### config.mk
export PLATFORM = sky130hd
export DESIGN_NAME = rot_arbiter
export DESIGN_NICKNAME = d
export VERILOG_FILES = /design/src/rtl/rot_arbiter.sv
export SDC_FILE = /design/constraint.sdc
export NUM_CORES = 1
export LEC_CHECK = 0
export BUFFER_PORTS_ARGS = -buffer_cell sky130_fd_sc_hd__buf_2
export CAP_MARGIN = 15
export CORE_AREA = 2 2 95 97
export DETAILED_ROUTE_END_ITERATION = 6
export DIE_AREA = 0 0 97 99
export PLACE_DENSITY = 0.67
export RECOVER_POWER = 100
export SKIP_LAST_GASP = 1
export SLEW_MARGIN = 0
export SYNTH_ARGS = -nofsm -noshare
export SYNTH_HDL_FRONTEND = slang
export SYNTH_SLANG_ARGS = --single-unit
### constraint.sdc
create_clock -name clk -period 3.14 [get_ports clk]
set_input_delay 0.314 -clock clk [delete_from_list [all_inputs] [get_ports clk]]
set_output_delay 0.314 -clock clk [all_outputs]
set_load 0.03 [all_outputs]
### src/rtl/rot_arbiter.sv
// Two-requester round-robin front end for the 16-bit rotate datapath.
// One operation in flight: IDLE accepts, EXEC rotates, RESP holds the tagged result.
module rot_arbiter #(
    parameter  int N  = 16,
    localparam int AW = $clog2(N)
) (
    input  logic          clk,
    input  logic          rst_n,
    input  logic          a_valid,
    output logic          a_ready,
    input  logic [N-1:0]  a_data,
    input  logic [AW-1:0] a_amt,
    input  logic          a_dir,
    input  logic          b_valid,
    output logic          b_ready,
    input  logic [N-1:0]  b_data,
    input  logic [AW-1:0] b_amt,
    input  logic          b_dir,
    output logic          rsp_valid,
    input  logic          rsp_ready,
    output logic [N-1:0]  rsp_data,
    output logic          rsp_id,
    output logic          rsp_zero,
    output logic          busy
);

    typedef enum logic [1:0] {
        IDLE = 2'd0,
        EXEC = 2'd1,
        RESP = 2'd2
    } state_t;

    state_t        state;
    logic          pri;
    logic [N-1:0]  op_q;
    logic [AW-1:0] amt_q;
    logic          dir_q;
    logic          id_q;
    logic [N-1:0]  rot_res;

    // Doubling the operand turns the rotate into a plain shift with no shift-by-N case.
    function automatic logic [N-1:0] rotate(input logic [N-1:0]  op,
                                            input logic [AW-1:0] amt,
                                            input logic          left);
        logic [2*N-1:0] dbl;
        begin
            if (left) begin
                dbl    = {op, op} << amt;
                rotate = dbl[2*N-1:N];
            end else begin
                dbl    = {op, op} >> amt;
                rotate = dbl[N-1:0];
            end
        end
    endfunction

    assign a_ready   = (state == IDLE) && a_valid && (!b_valid || !pri);
    assign b_ready   = (state == IDLE) && b_valid && (!a_valid || pri);
    assign rsp_valid = (state == RESP);
    assign busy      = (state != IDLE);
    assign rot_res   = rotate(op_q, amt_q, dir_q);

    always_ff @(posedge clk or negedge rst_n) begin
        if (!rst_n) begin
            state    <= IDLE;
            pri      <= 1'b0;
            op_q     <= '0;
            amt_q    <= '0;
            dir_q    <= 1'b0;
            id_q     <= 1'b0;
            rsp_data <= '0;
            rsp_id   <= 1'b0;
            rsp_zero <= 1'b1;
        end else begin
            case (state)
                IDLE: begin
                    if (a_ready || b_ready) begin
                        op_q  <= b_ready ? b_data : a_data;
                        amt_q <= b_ready ? b_amt  : a_amt;
                        dir_q <= b_ready ? b_dir  : a_dir;
                        id_q  <= b_ready;
                        // Pointer moves to whichever side just lost (or did not ask).
                        pri   <= a_ready;
                        state <= EXEC;
                    end
                end
                EXEC: begin
                    rsp_data <= rot_res;
                    rsp_zero <= (rot_res == '0);
                    rsp_id   <= id_q;
                    state    <= RESP;
                end
                RESP: begin
                    if (rsp_ready) begin
                        state <= IDLE;
                    end
                end
                default: state <= IDLE;
            endcase
        end
    end

endmodule
---- Yosys cells after proc, flatten, opt, wreduce, memory -nomap -nowiden ----
Index checks and enable logic that the tools add are counted.
W data, S select, Z words.
storage, ports and cells
  bits in registers ....................... 43
  bits in latches ......................... 0
  memory bits (writable) .................. 0
  bits in read-only memories .............. 0
  input bits .............................. 47
  word-level logic and storage cells ...... 37
  memories kept ........................... 0
operators by class
  add/subtract/negate cells ............... 0
  multipliers ............................. 0
  div/mod/pow operators ................... 0
  $lt $le $gt $ge ......................... 0
  equal/unequal tests ..................... 4
  shifts and indexed selects .............. 2
  mux-type cells .......................... 7
  bitwise operators ....................... 0
  reduce and logical (&&, ||, !) cells .... 15
operators with widths
  kind                  count
  $mux W16              2
  $shl A32 B4 Y32       1
  $shr A32 B4 Y16       1
  $logic_not A16 Y1     1
  $pmux W2 S3           1
  $logic_and A1 B1 Y1   4
  $mux W2               2
  $mux W4               1
  $ne A2 B1 Y1 const B  2
  $reduce_and A2 Y1     2
  $logic_not A1 Y1      3
  $logic_or A1 B1 Y1    3
  $eq A2 B1 Y1 const B  1
  $eq A2 B2 Y1 const B  1
  $logic_not A2 Y1      1
  $reduce_bool A2 Y1    1
  $mux W1               1

---- Depth between registers and ports, before layout ----
  word-level depth ........................ 6
  gate-level depth with buffers ........... 11
  gate-level depth less buffers ........... 7

---- Worst setup path before layout ----
OpenSTA, ideal clock, no wires.
  path type ............................... flip-flop to flip-flop
  start point ............................. register amt_q[1]
  end point ............................... register rsp_zero
  setup time .............................. 63 ps
  arrival ................................. 2,196 ps
  data required time ...................... 3,077 ps
  slack ................................... 881 ps
  stages on the path, launching flop included .. 11
  period minus slack after synthesis ...... 2,259 ps
  path through ............................ dfrtp_1 buf_6 buf_6 buf_2 mux4_2 mux2i_1 nand2_1 o211ai_1 o21ai_0 nor4_1 a32o_1
on the way
  cells in the longest elaborated chain, start to end .. 3
RTL lines
  what                                                       RTL line  RTL
  start, declared                                            36        logic [AW-1:0] amt_q;
  start signal, assigned                                     79        amt_q <= b_ready ? b_amt : a_amt;
  $shr A32 B4 Y16 / $shl A32 B4 Y32 (equally long branches)  51, 48
  $mux W16 (*)                                               47        if (left) begin
  $logic_not A16 Y1 (*)                                      89        rsp_zero <= (rot_res == '0);
  end signal, assigned                                       89
  end, declared                                              23        output logic rsp_zero,
Mark *: on every way between the ends. The rest lies on a longest branch, timed or not.
A chain may end at the register's enable or synchronous reset.

---- Final worst setup path ----
  start point ............................. register amt_q[2]
  end point ............................... register rsp_zero
Same word-level chain as after synthesis.

==> metrics <==
status=finished, violations left; failing checks=max-capacitance violations, max-slew violations; top post-synthesis cells by area=dfrtp_1 (28%), mux2i_1 (8.8%), mux2_2 (8.4%), nand2_1 (8.0%), mux4_2 (7.8%); CTS buffer count=5; pin slew with the least headroom to its limit=2240 ps; area leader, netlist=dfrtp_1; Total Die Area=9600 um2; Avg Inst Size Synth=8.62 um2; largest net degree at the start of global routing=44; Worst Path Max Fanout=35; Synth Cell Area=3750 um2; final hold viol count=0; worst skew pair latency=300 ps; yosys warns=0; CTS tree=done; IO buf count=68; Initial Util=between 40% and 50%; Yosys cell types=just over 50; largest family of logic cells by synthesized area=multiplexers; vias in the first global route=3433; Setup WS pre-CTS=323 ps; core area=8550 um2; GRT overflow=0; post-route cell area=4160 um2; Yosys top cell area share=28.0%; Area Growth Syn to Fin=10.8%; htree depth=2; post-route setup slack=between 200 and 250 ps; Final TNS setup=0 ps; clock net sink count=43; Finish-stage setup viols=0; post-route clock period utilization=92.5%; I/O pins=69; max_slew headroom=-49.1%; crit path DAT=3150 ps; antenna-violating nets left=0; critical path class=reg2reg; via count=around 3600; Syn Nets=about 480; PostCTS Resize Cnt=0; clk slew on worst S/H paths=roughly 90 ps; Slowest-stage cell, CP=a221oi_1; # nets final=524; site row count=34; Initial DRT Pass Iterations=5; Detailed Route Iter0 Violations=approximately 360; Critical Path Source Type=flip-flop; min cycle time layout=approximately 2900 ps; RSZ-0062 raised after global routing=no; Tot GR Track Use=22.8%; Detail Placement HPWL=~8000 um; hold slack=194 ps; Root Driver=clkbuf_8; first-pass GRT wire length=roughly 18000 um; ANT cells=0; WL/cell=18.6 um; worst hold path class=in2reg; most frequent cells in the layout=nand2_1 (80), nor2_1 (51), buf_2 (45); mux cell area share after synthesis=approximately 28%; layout cells sized above 1=22.8%; Post-CTS Setup Bufs=0; WP data required=3390 ps; Clock Skews=10.3 ps; die width=slightly below 100 um; fillers=between 800 and 900; simple-gate area share of the yosys netlist=between 15 and 20%; Max Clk Rate=0.344 GHz; #FFs+latches synth=43; crit-path cells=buf_12 > mux2_1 > a221oi_1 > o2bb2ai_1 > a221o_1 > a2111oi_2 > a32o_1; initial antenna violation count=0; Post-DP Area=about 4100 um2; DR DRC count=0; XOR/XNOR Fraction of Synth Area=0%; Synth Area in Adders=0%; Syn Inst Count=approximately 440; DR vias/cell=6.13; CTS Hold Bufs=0; sequential fraction of the synthesis area=around 29%; Pins Over Slew Limit=roughly 90; Final Wtd Congestion=0.999; Post-Route WL=10900 um; Die Height=99 um; compound-cell area share of the yosys netlist=18.8%; commonest non-fill, non-tap cell in the layout=nand2_1; Clock Path Buffers=2; CP peak stage delay=600 ps; Max-Cap Viols=2; critical path endpoint category=flip-flop
## cells by family after synthesis
| family | Yosys count |
|---|---|
| multiplexers | 79 |
| buffers and inverters | 51 |
| AO/OA/AOI/OAI | 102 |
| AND/OR/NAND/NOR | 160 |
| flip-flops | 43 |
## flip-flops by register name, summed over array words and instances (netlist names)
signal    count
rsp_zero      1
op_q         16
rsp_data     16
pri           1
rsp_id        1
id_q          1
amt_q         4
dir_q         1
state         2
## Yosys cell counts (all sizes together)
master   count
o2bb2ai      1
or2          2
and4b        1
o21a         2
a21oi        5
a32o         1
nand3        4
clkinv       2
o311a        1
o22ai       11
or3          1
a211o        4
dfstp        1
o21ai       20
a22oi        3
nor2        52
buf         16
a21o         2
nor4         2
o2111ai      1
o211ai       5
nor2b        4
a2111oi      1
a31oi       22
o22a         3
mux2        28
and2         2
a221o        3
inv          5
clkbuf      28
nor3         3
nand4        1
o41ai        1
mux4        17
nand2       80
mux2i       34
nand2b       7
a221oi       2
and3         1
a22o         1
a211oi       5
o31a         1
dfrtp       42
o31ai        2
o221ai       5
## critical path: cells and delay by family, from the launching register on
| kind | cells | cell delay, ps |
|---|---|---|
| AO/OA/AOI/OAI | 5 | 1580 |
| multiplexers | 1 | 420 |
| flip-flops | 1 | 580 |
| buffers and inverters | 1 | 260 |
## path summary, 6_finish.rpt
| path | startpoint | to | slack [ps] | depth (start not counted) |
|---|---|---|---|---|
| max in group asynchronous | rst_n | amt_q[2] | 1040 | 1 |
| setup / recovery | amt_q[2] | rsp_zero | 230 | 7 |
| hold / removal | rsp_ready | state[1] | 190 | 2 |
| setup reg to reg | amt_q[2] | rsp_zero | 230 | 7 |
| hold reg to reg | rsp_data[4] | rsp_data[4] | 480 | 2 |
| min in group asynchronous | rst_n | op_q[5] | 660 | 1 |
## final cells by class
class	instances	area (um2)	share of cell area (%)
multi-input combinational	341	2430	58.5
inverter	7	26.3	0.632
clock inverter	2	12.5	0.301
timing repair buffer	79	399	9.61
clock buffer	6	72.6	1.75
sequential	43	1080	26.0
tap	108	135	3.25
## per-layer routing
metal / vias to the layer above / track usage [%] / share of wire, %
met5: - / 0 / 0
met4: 0 / 8.56 / 3.4
met3: 31 / 3.05 / 7.3
met2: 182 / 36.4 / 46
met1: 1700 / 31.9 / 44
li1: 1680 / - / -
## stage by stage
| step | utilization [%] | cells |
|---|---|---|
| after CTS | 49.0 | 586 |
| after detailed placement | 48.0 | 578 |
| after floorplan | - | 435 |
| after global placement | 48.0 | 578 |
| final | 48.6 | 586 |
| after global routing | 48.6 | 586 |
Power is not shown: default switching activity piles up to over one toggle a cycle in this logic, so the estimate is an artifact.
